--- config.mk ---
export PLATFORM = sky130hd
export DESIGN_NAME = led_panel_receiver
export DESIGN_NICKNAME = d
export VERILOG_FILES = /design/src/rtl/led_panel_receiver.sv
export SDC_FILE = /design/constraint.sdc
export NUM_CORES = 1
export LEC_CHECK = 0
export CAP_MARGIN = 20
export CORE_MARGIN = 1
export CORE_UTILIZATION = 51
export CTS_BUF_LIST = sky130_fd_sc_hd__clkbuf_8
export DETAILED_ROUTE_END_ITERATION = 10
export PLACE_DENSITY = 0.78
export REMOVE_ABC_BUFFERS = 1
export SLEW_MARGIN = 20
export SYNTH_ARGS = -nofsm -noshare
export SYNTH_HDL_FRONTEND = slang
export SYNTH_SLANG_ARGS = --single-unit
export TNS_END_PERCENT = 100
--- constraint.sdc ---
create_clock -name clk -period 1.62 [get_ports clk]
set_input_delay 0.486 -clock clk [delete_from_list [all_inputs] [get_ports clk]]
set_output_delay 0.486 -clock clk [all_outputs]
set_load 0.02 [all_outputs]
--- src/rtl/led_panel_receiver.sv ---
// LED panel receiver: synchronises the panel driver's serial bus, shifts
// pixel data into per-colour row registers, latches completed rows, tracks
// the current row address and flags protocol errors.

// One colour lane: a COLS-bit shift chain plus the latched row copy.
module led_panel_lane #(
   parameter int COLS = 32
) (
   input  logic            clk,
   input  logic            reset_n,
   input  logic            shift_en,
   input  logic            latch_en,
   input  logic            bit_in,
   output logic [COLS-1:0] row_q
);

   logic [COLS-1:0] sr;
   logic [COLS-1:0] sr_nxt;

   // A latch in the same cycle as a shift must capture the freshly shifted bit.
   assign sr_nxt = shift_en ? {sr[COLS-2:0], bit_in} : sr;

   // Shift chain holds its contents across latches; only reset clears it.
   always_ff @(posedge clk) begin
      if (!reset_n) begin
         sr    <= '0;
         row_q <= '0;
      end else begin
         sr <= sr_nxt;
         if (latch_en) row_q <= sr_nxt;
      end
   end

endmodule

module led_panel_receiver #(
   parameter int COLS = 32,
   parameter int ROWS = 16
) (
   input  logic            clk,
   input  logic            reset_n,
   input  logic            red_in,
   input  logic            green_in,
   input  logic            blue_in,
   input  logic            sclk_in,
   input  logic            latch_in,
   input  logic            blank_in,
   input  logic            aclk_in,
   input  logic            arst_in,
   output logic [COLS-1:0] row_red,
   output logic [COLS-1:0] row_green,
   output logic [COLS-1:0] row_blue,
   output logic [3:0]      row_addr,
   output logic            row_valid,
   output logic            row_lit,
   output logic            frame_pulse,
   output logic            err_over,
   output logic            err_short
);

   localparam int CW = $clog2(COLS + 1);

   // Bus bit order: 0 red, 1 green, 2 blue, 3 sclk, 4 latch, 5 blank, 6 aclk, 7 arst
   logic [7:0] sync1;
   logic [7:0] sync2;
   logic [3:0] hist;       // delayed sclk, latch, aclk, arst
   logic [3:0] strobe_s;
   logic [3:0] rise;

   logic sclk_rise;
   logic latch_rise;
   logic aclk_rise;
   logic arst_rise;

   logic [CW-1:0]         cnt;
   logic [CW-1:0]         cnt_inc;
   logic [2:0][COLS-1:0]  lane_row;

   // Two-flop synchroniser for every panel input.
   always_ff @(posedge clk) begin
      if (!reset_n) begin
         sync1 <= '0;
         sync2 <= '0;
      end else begin
         sync1 <= {arst_in, aclk_in, blank_in, latch_in, sclk_in, blue_in, green_in, red_in};
         sync2 <= sync1;
      end
   end

   assign strobe_s = {sync2[7], sync2[6], sync2[4], sync2[3]};

   // Edge history; clearing it to 0 makes a level held through reset count as a rise.
   always_ff @(posedge clk) begin
      if (!reset_n) hist <= '0;
      else          hist <= strobe_s;
   end

   assign rise       = strobe_s & ~hist;
   assign sclk_rise  = rise[0];
   assign latch_rise = rise[1];
   assign aclk_rise  = rise[2];
   assign arst_rise  = rise[3];

   // Counter after any same-cycle shift, saturating at COLS.
   assign cnt_inc = (sclk_rise && cnt != CW'(COLS)) ? cnt + 1'b1 : cnt;

   for (genvar l = 0; l < 3; l++) begin : g_lane
      led_panel_lane #(.COLS(COLS)) u_lane (
         .clk      (clk),
         .reset_n  (reset_n),
         .shift_en (sclk_rise),
         .latch_en (latch_rise),
         .bit_in   (sync2[l]),
         .row_q    (lane_row[l])
      );
   end

   assign row_red   = lane_row[0];
   assign row_green = lane_row[1];
   assign row_blue  = lane_row[2];

   // Shift counting, sticky error flags and latch handshake.
   always_ff @(posedge clk) begin
      if (!reset_n) begin
         cnt       <= '0;
         err_over  <= 1'b0;
         err_short <= 1'b0;
         row_valid <= 1'b0;
      end else begin
         row_valid <= latch_rise;
         if (sclk_rise && cnt == CW'(COLS)) err_over <= 1'b1;
         if (latch_rise) begin
            cnt <= '0;
            if (cnt_inc != CW'(COLS)) err_short <= 1'b1;
         end else begin
            cnt <= cnt_inc;
         end
      end
   end

   // Row address, frame strobe and display enable; arst level beats aclk.
   always_ff @(posedge clk) begin
      if (!reset_n) begin
         row_addr    <= '0;
         frame_pulse <= 1'b0;
         row_lit     <= 1'b0;
      end else begin
         frame_pulse <= arst_rise;
         row_lit     <= ~sync2[5];
         if (sync2[7])
            row_addr <= '0;
         else if (aclk_rise)
            row_addr <= (row_addr == 4'(ROWS - 1)) ? 4'd0 : row_addr + 4'd1;
      end
   end

endmodule

==> metrics.txt, run 1 <==
CTS buffer count 36; VDD IR-drop max 0.747 mV; CP delay by family, top flip-flops; CP bufs+invs 1; Clock transition at path regs 0.06 ns; share of cells above drive strength 1 23.5%; H-tree levels 2; first-pass GRT wire length 28.2 mm; Hold Fails Final Rpt 0; CTS tree yes; LEAKAGE 5.03 nW; crit path max-delay cell type dfxtp_1; GPL Wtd Cong 0.743; status finished, final reports clean; Worst Path Max Fanout 2; worst path required time 1.13 ns; Hold Slack 0.382 ns; dpl cells 1150; pin count of the biggest net entering global routing 75; Initial DRC Count 330; die span in y 129 µm; worst min path class reg2reg; pwr/cell area 1070 mW/mm²; Reg2Reg Setup Slack 0.12 ns; skew final 0.0286 ns; number of global-route vias before repair 5916; CP endpoint kind output pin; root buffer cell clkbuf_8; initial antenna violation count 0; TritonCTS Sinks 227; YS warnings 0; Syn Inst Count 870; Starting Density 53.0%; clk buf depth 3; Die W 129 µm; unique cell type count in the Yosys netlist 37; Detail Route Antenna Nets 0; Cell Area, Synth 0.00817 mm²; area grow syn2layout 20.5%; max_cap viols 0; RSZ-0062 raised after global routing false; Max Fclk 0.634 GHz; standard-cell rows 45; crit path cell chain clkdlybuf4s15_2; Final Max Tran Viols 0; Ports 115; Diodes inserted 0; Setup CP Type reg2out; Seq cells post-synth 227; GRT overflow 0; Clock Latency Late Sink 0.52 ns; final cell count without fillers 1210; Post-synth EDFFs 0; GRT Total Usage 21.0%; Period minus WS final 1.58 ns; area of the multi-input gates 0.00329 mm²; Reg area 0.00455 mm²; Top FF cell, synth dfxtp_1; CP startpoint kind register; syn avg cell area 9.39 µm²; drt pass-1 iters 4; pin slew with the least headroom to its limit 0.377 ns; worst rel slew slack 74.9%; vias per cell 5.12; Port-buffer cells 114; FFs w/ async S/R, synth 0%; final WL 17.0 mm; Final nets 990; area of the die 0.0165 mm²; DRC 0; setup violators final 0; vias 6196; Arrival @ worst endpoint 1.09 ns; Core Region 0.0154 mm²; Fillers 1353; # Post-CTS Setup Buffers 0; post-synthesis sequential area ratio 55.6%; WL/cell 14.1 µm; dpl hpwl 10.2 mm; Slowest Stage Delay on Critical Path 0.32 ns; Tcrit/Tclk final 97.4%; sum of negative setup slack 0 ns
-- layer usage --
layer | GRT usage [%] | share of wire (%) | up-vias
li1 | - | - | 3134
met1 | 27.1 | 47 | 2915
met2 | 34.2 | 47 | 123
met3 | 5.49 | 4.8 | 24
met4 | 6.71 | 1.9 | 0
met5 | 0 | 0 | -
-- kinds of logic after synthesis --
| family | count (synthesis) | share of synthesized area [%] |
|---|---|---|
| AO/OA/AOI/OAI | 208 | 18.3 |
| XOR/XNOR | 7 | 0.751 |
| adder cells (fa/ha/maj) | 3 | 0.460 |
| buffers and inverters | 75 | 4.44 |
| flip-flops | 227 | 55.6 |
| multiplexers | 1 | 0.123 |
| AND/OR/NAND/NOR | 349 | 20.3 |
-- report_power, final --
part | total (mW) | internal (mW) | switching [mW]
clock | 4.50 | 2.40 | 2.10
sequential | 5.63 | 5.61 | 0.0140
combinational | 0.377 | 0.125 | 0.252
total | 10.5 | 8.14 | 2.36
-- final timing paths --
check	cells past startpoint	end	from
setup / recovery	1	row_green[21]	g_lane[1].u_lane.row_q[21]
hold / removal	1	frame_pulse	hist[3]
setup reg to reg	6	err_short	cnt[1]
hold reg to reg	1	frame_pulse	hist[3]
-- placed cells by master, fill, tap and decap left out, drive strengths merged, types with 2 or more instances in the layout --
master / synthesis / layout
xnor2: 3 / 3
clkbuf: 39 / 46
a21oi: 101 / 101
and2: 20 / 20
buf: 31 / 111
a21o: 96 / 96
xor2: 4 / 4
and3: 97 / 97
ha: 3 / 3
clkdlybuf4s15: 0 / 17
clkinv: 0 / 2
nand2: 203 / 203
clkdlybuf4s50: 0 / 8
nand2b: 5 / 5
inv: 5 / 18
clkinvlp: 0 / 2
nor2: 11 / 11
a211o: 2 / 2
a31oi: 2 / 2
nor2b: 4 / 4
dfxtp: 227 / 227
nand4: 4 / 4
-- state kept, by name (all words and copies together) (netlist names) --
register             count
row_addr                 4
g_lane.u_lane.sr        96
sync1                    8
cnt                      6
sync2                    8
row_lit                  1
g_lane.u_lane.row_q     96
err_over                 1
err_short                1
frame_pulse              1
row_valid                1
hist                     4
-- synth_stat cells (2+ instances only) --
library cell / number / area share, %
a21oi_1: 58 / 3.6
buf_2: 20 / 1.2
a21oi_2: 43 / 4.6
dfxtp_1: 227 / 56
buf_6: 5 / 0.69
and3_1: 97 / 7.4
and2_1: 20 / 1.5
nor2b_1: 4 / 0.31
xor2_1: 4 / 0.43
xnor2_1: 3 / 0.32
nand2b_1: 4 / 0.31
clkbuf_1: 39 / 1.8
nand2_1: 203 / 9.3
inv_1: 4 / 0.18
nor2_1: 11 / 0.51
buf_4: 5 / 0.46
nand4_1: 4 / 0.31
ha_1: 3 / 0.46
a31oi_1: 2 / 0.15
a21o_1: 96 / 8.8
a211o_1: 2 / 0.21
-- area by class of cell --
class                   count  share of cell area (%)
well taps                 211                    2.68
inverters                   5                   0.216
repair buffers            139                    10.6
flip-flops and latches    227                    46.2
multi-input cells         568                    33.4
clock inverters            17                   0.801
clock buffers              43                    6.01
-- stage by stage --
step | instance area, µm² | setup slack [ns] | power [mW] | util, %
2_1_floorplan | 7830 | -2.96 | 5.91 | -
3_3_place_gp | 9580 | 0.0875 | 6.13 | 62.1
3_5_place_dp | 9580 | 0.0204 | 6.13 | 62.1
4_1_cts | 10000 | 0.000130 | 10.6 | 65.0
5_1_grt | 9840 | 0.000705 | 10.9 | 63.8
6_report | 9840 | 0.0421 | 10.5 | 63.8
-- repair_timing --
item / in CTS / in global routing
setup endpoints to repair: 105 / 35
hold endpoints to repair: 0 / 0
hold buffers: 0 / 0
pin swaps: 0 / 0
resized for setup: 369 / 37
No activity file was read; power rests on OpenSTA's default activity.
==> run 2, diff against run 1 <==
Settings changed: CORE_MARGIN 1 to default, SYNTH_HIERARCHICAL from default to 1.
Clock period 1.62 ns to 1.4 ns, I/O delays scaled along.
==> run 2 against run 1 <==
Compared with the run above: cell area up 11%; flip-flop and latch count unchanged; global-route usage down 1.5 points; final cell count down 5.5%; sequential power up 20%; worst hold slack worse by 0.17 ns; die area down 1.2%; clock power up 54%; critical path type unchanged.
==> metrics.txt, run 2 <==
Die W 128 µm; number of global-route vias before repair 5375; Final nets 917; Clock Latency Late Sink 0.52 ns; TritonCTS Sinks 227; pin count of the biggest net entering global routing 46; Comb power frac 7.4%; top cell type's share of synthesized area 56.3%; worst path required time 0.98 ns; CP endpoint kind output pin; crit path cell chain buf_6; initial antenna violation count 0; Hold Slack 0.215 ns; syn avg cell area 10.6 µm²; standard-cell rows 45; Clk pwr share 46.9%; CTS buffer count 37; final WL 16.2 mm; post-synthesis sequential area ratio 56.3%; CTS tree yes; status finished, final reports clean; Switching Share 22.2%; pwr/cell area 1350 mW/mm²; HP Start reset_n; GRT Total Usage 19.5%; most area-consuming cells after synthesis dfxtp_1, mux2i_1, nor2b_1, a21oi_1, o21ai_0; Hold Fails Final Rpt 0; skew final 0.0192 ns; CP bufs+invs 1; FFs w/ async S/R, synth 0%; Clock transition at path regs 0.07 ns; Starting Density 52.7%; most frequent cells in the layout dfxtp_1, dfxtp_2, buf_6, a21oi_1, nor2b_1; Arrival @ worst endpoint 0.97 ns; Initial DRC Count 245; H-tree levels 2; area grow syn2layout 35.8%; Reg-to-Reg Start sync2[3]; WL/cell 14.1 µm; root buffer cell clkbuf_8; top flop regs g_lane.u_lane/row_q x96, g_lane.u_lane/sr x96; pin slew with the least headroom to its limit 0.289 ns; vias 5745; setup violators final 0; worst min path class in2reg; crit path max-delay cell type dfxtp_2; Max Fclk 0.717 GHz; Tcrit/Tclk final 99.6%; Util after Layout 71.6%; Post-synth EDFFs 0; Port-buffer cells 114; area leader, netlist dfxtp_1; Syn Inst Count 761; share of cells above drive strength 1 39.0%; unique cell type count in the Yosys netlist 37; count leader, synth dfxtp_1; Worst Path Max Fanout 2; LEAKAGE 4.15 nW; commonest non-fill, non-tap cell in the layout dfxtp_1; clk buf depth 3; Synth top cells by count dfxtp_1, a21oi_1, nor2b_1, mux2i_1, o21ai_0; first-pass GRT wire length 25.8 mm; total net switching power 3.27 mW; Final Max Tran Viols 0; Seq cells post-synth 227; area of the die 0.0163 mm²; YS warnings 6; dpl hpwl 9.80 mm; RSZ-0062 raised after global routing true; drt pass-1 iters 6; worst rel slew slack 80.2%; die span in y 128 µm; GRT overflow 0; Diodes inserted 0; Core Region 0.0153 mm²; Slowest Stage Delay on Critical Path 0.34 ns; Seq pwr share 45.7%; Setup CP Type reg2out; CP startpoint kind register; Cell Area, Synth 0.00807 mm²; vias per cell 5.02; start point of the critical path g_lane[0].u_lane/row_q[12]; GPL Wtd Cong 0.771; DRC 0; max_cap viols 0; Ports 115; VDD IR-drop max 0.889 mV; CP delay by family, top flip-flops; Period minus WS final 1.39 ns; Detail Route Antenna Nets 0; Int Pwr 11.5 mW; Top FF cell, synth dfxtp_1
-- run 2: cell types whose count changed in the layout (fill, tap and decap cells not counted), moves of 63 or more --
cell	change
nand2_1	-192
dfxtp_2	+102
and3_1	-97
o21ai_0	+95
nor2b_1	+99
buf_6	+105
dfxtp_1	-103
mux2i_1	+63
buf_2	-84
a21o_1	-95
-- run 2: repair_timing --
action	4_1_cts	5_1_grt
hold buffers	0	0
pin swaps	0	1
endpoints found under the hold margin	0	0
setup buffers	5	2
setup endpoints to repair	109	190
gates resized for setup	737	43
-- run 2: kinds of logic (layout without fill, tap and decap cells) --
logic type                 count (synthesis)  after routing  synth area share, %
DFF                                      227            227                 56.3
AOI/OAI and AO/OA                        210            210                 13.4
and+or+nand+nor                          156            156                 11.8
muxes                                     96             96                 11.9
buffers and inverters                     64            236                 5.58
xor gates and xnor gates                   5              5                0.543
adders and majority gates                  3              3                0.465
-- run 2: final cells by class --
type	instances	area [µm²]
Clock inverter	22	285
Inverter	7	33.8
Clock buffer	46	633
Multi-Input combinational cell	470	3260
Fill cell	1113	4360
Sequential cell	227	4680
Tap cell	211	264
Timing Repair Buffer	161	1810
-- run 2: layer usage --
layer	track usage, %	wire, µm
met2	32.4	7640
met3	4.30	750
met4	8.10	325
met1	24.5	7470
met5	0	0
-- run 2: stage by stage --
stage               setup TNS, ns  power, mW  worst slack [ns]  instance area, µm²  cells
finish                          0       14.8           0.00502               11000   1144
floorplan                 -638.82       7.35             -5.18                7640    704
global route                -2.55       15.3           -0.0621               11000   1144
CTS                         -1.05       14.9           -0.0379               10800   1142
detailed placement       -0.00992       7.88          -0.00387                9540   1069
global placement                0       7.87            0.0155                9540   1069
-- run 2: worst paths after layout --
check                                            endpoint  slack (ns)  depth (start not counted)
worst max-delay path                          row_red[12]       0.005                          1
worst min-delay path            g_lane[0].u_lane/row_q[6]        0.22                          3
worst max register to register    g_lane[0].u_lane/sr[10]        0.02                          5
worst min register to register                    row_lit        0.38                          1
-- run 2: power groups by stage --
stage | Sequential [mW] | Clock [mW] | Combinational (mW)
detailed placement | 6.85 | 0 | 1.03
finish | 6.76 | 6.92 | 1.09
floorplan | 7.01 | 0 | 0.334
global route | 6.78 | 7.36 | 1.17
CTS | 6.76 | 7.07 | 1.08
global placement | 6.84 | 0 | 1.02
==> run 3, diff against run 2 <==
Settings changed: CORE_UTILIZATION 51 to 45, GPL_TIMING_DRIVEN from default to 0, PLACE_DENSITY 0.78 to 0.71, SETUP_SLACK_MARGIN from default to 0.4.
==> run 3 against run 2 <==
Compared with the run above: cell area up 23%; routed wire length up 52%; final cell count up 7.0%; sequential power about the same; the flow now finishes with violations (setup timing); critical endpoint is now g_lane[0].u_lane/row_q[23]; clock skew up 0.021 ns; highest routed layer unchanged; core utilization up 5.6 points; non-clock buffer count up 64; power up 1.8%.
==> metrics.txt, run 3 (synthesized netlist as in run 2, its figures left out) <==
status finished, violations left; dpl hpwl 8.80 mm; sum of negative setup slack -3.69 ns; Ports 115; GRT Total Usage 21.8%; GRT overflow 0; failing checks setup timing; most frequent cells in the layout buf_6, dfxtp_1, dfxtp_2, nor2b_1, mux2i_4; RSZ-0062 raised after global routing true; pwr/cell area 1120 mW/mm²; Port-buffer cells 114; CTS buffer count 38; Switching Share 24.3%; Clk pwr share 43.7%; CP endpoint kind register; Max Fclk 0.646 GHz; DRC 0; Final Max Tran Viols 0; commonest non-fill, non-tap cell in the layout buf_6; share of cells above drive strength 1 58.2%; Detail Route Antenna Nets 0; Period minus WS final 1.55 ns; PnR worst setup slack -0.149 ns; skew final 0.0403 ns; number of global-route vias before repair 6142; total net switching power 3.66 mW; Die W 136 µm; Hold Fails Final Rpt 0; pin slew with the least headroom to its limit 0.404 ns; TritonCTS Sinks 227; CP delay by family, top buffers and inverters; Initial DRC Count 283; Final nets 987; WL/cell 20.1 µm; GPL Wtd Cong 0.723; VDD IR-drop max 0.960 mV; CP startpoint kind register; Pwr Total 15.0 mW; pin count of the biggest net entering global routing 124; top flop regs g_lane.u_lane/row_q x96, g_lane.u_lane/sr x96; Diodes inserted 0; Tcrit/Tclk final 111%; Reg2Reg Setup Slack -0.15 ns; setup violators final 119; Core Region 0.0174 mm²; Setup CP Type reg2reg; initial antenna violation count 0; Fillers 1003; first-pass GRT wire length 31.8 mm; Slowest Stage Delay on Critical Path 0.33 ns; CTS tree yes; vias per cell 5.31; vias 6505; drt pass-1 iters 4; Arrival @ worst endpoint 1.97 ns; worst path required time 1.82 ns; area of the die 0.0185 mm²; pre-CTS setup slack -0.479 ns; max_cap viols 0; Comb power frac 11.3%; root buffer cell clkbuf_8; area grow syn2layout 66.6%; crit path max-delay cell type dfxtp_2; final WL 24.7 mm; Worst Path Max Fanout 7; Starting Density 46.3%; worst min path class in2reg; Seq pwr share 45.0%; clk buf depth 3; Clock Latency Late Sink 0.54 ns; worst rel slew slack 73.1%; die span in y 136 µm; CP bufs+invs 5; crit path cell chain nor2b_4 -> buf_6 -> buf_6 -> buf_12 -> buf_12 -> buf_16 -> o21ai_1 -> a21oi_2; Int Pwr 11.4 mW; final cell count without fillers 1224; LEAKAGE 4.84 nW; standard-cell rows 48; dpl cells 1050; H-tree levels 2; Clock transition at path regs 0.08 ns
-- run 3: cell types whose count changed in the layout (fill, tap and decap cells not counted), moves of 15 or more --
cell     delta
mux2i_4    +68
a21oi_1    -53
mux2i_1    -53
o21ai_0    -49
a21oi_2    +46
o21ai_1    +25
buf_16     +24
o21ai_2    +23
buf_6      +15
mux2i_2    -15
-- run 3: path summary, 6_finish.rpt --
kind / depth (start not counted) / endpoint / from
setup / recovery: 8 / g_lane[0].u_lane/row_q[23] / sync2[4]
hold / removal: 3 / g_lane[0].u_lane/row_q[14] / reset_n
setup reg to reg: 8 / g_lane[0].u_lane/row_q[23] / sync2[4]
hold reg to reg: 1 / frame_pulse / hist[3]
-- run 3: final cells by class --
class | instances | area, µm² | area share (%)
tap | 225 | 282 | 2.09
timing repair buffer | 225 | 3000 | 22.3
inverter | 7 | 42.5 | 0.316
clock inverter | 17 | 188 | 1.40
multi-input combinational | 471 | 4490 | 33.4
timing repair inverter | 4 | 81.3 | 0.605
sequential | 227 | 4700 | 34.9
clock buffer | 48 | 661 | 4.91
-- run 3: stage by stage --
step	area (µm²)	hold slack (ns)	util (%)
global route	13400	0.301	77.2
detailed placement	9260	0.375	53.2
finish	13400	0.294	77.2
global placement	9070	0.370	52.1
CTS	12000	0.325	68.8
floorplan	7640	0.367	-
-- run 3: power by group through the flow --
stage | Clock, mW | Sequential, mW | Combinational (mW)
after CTS | 6.58 | 6.77 | 1.40
final | 6.57 | 6.78 | 1.70
after floorplan | 0 | 7.01 | 0.334
after global placement | 0 | 6.84 | 0.981
after global routing | 6.99 | 6.79 | 1.77
after detailed placement | 0 | 6.85 | 0.971
-- run 3: what timing repair did --
item                                    in CTS  in global routing
endpoints found under the setup margin     311                326
hold buffers                                 0                  0
pin swaps                                   46                 13
cloned                                      21                  6
gates resized for setup                    933                209
setup buffers                               44                 38
-- run 3: routing by layer --
| metal | GRT usage, % | vias up | wire (µm) |
|---|---|---|---|
| met5 | 0 | - | 0 |
| met4 | 6.48 | 0 | 663 |
| met3 | 5.52 | 45 | 1130 |
| met2 | 38.3 | 182 | 13000 |
| met1 | 26.2 | 3203 | 9850 |
| li1 | - | 3075 | - |
-- run 3: tightest hold or removal path: cells and delay by family --
family,cells,cell delay (ns)
AO/OA/AOI/OAI,2,0.14
buffers and inverters,1,0.20
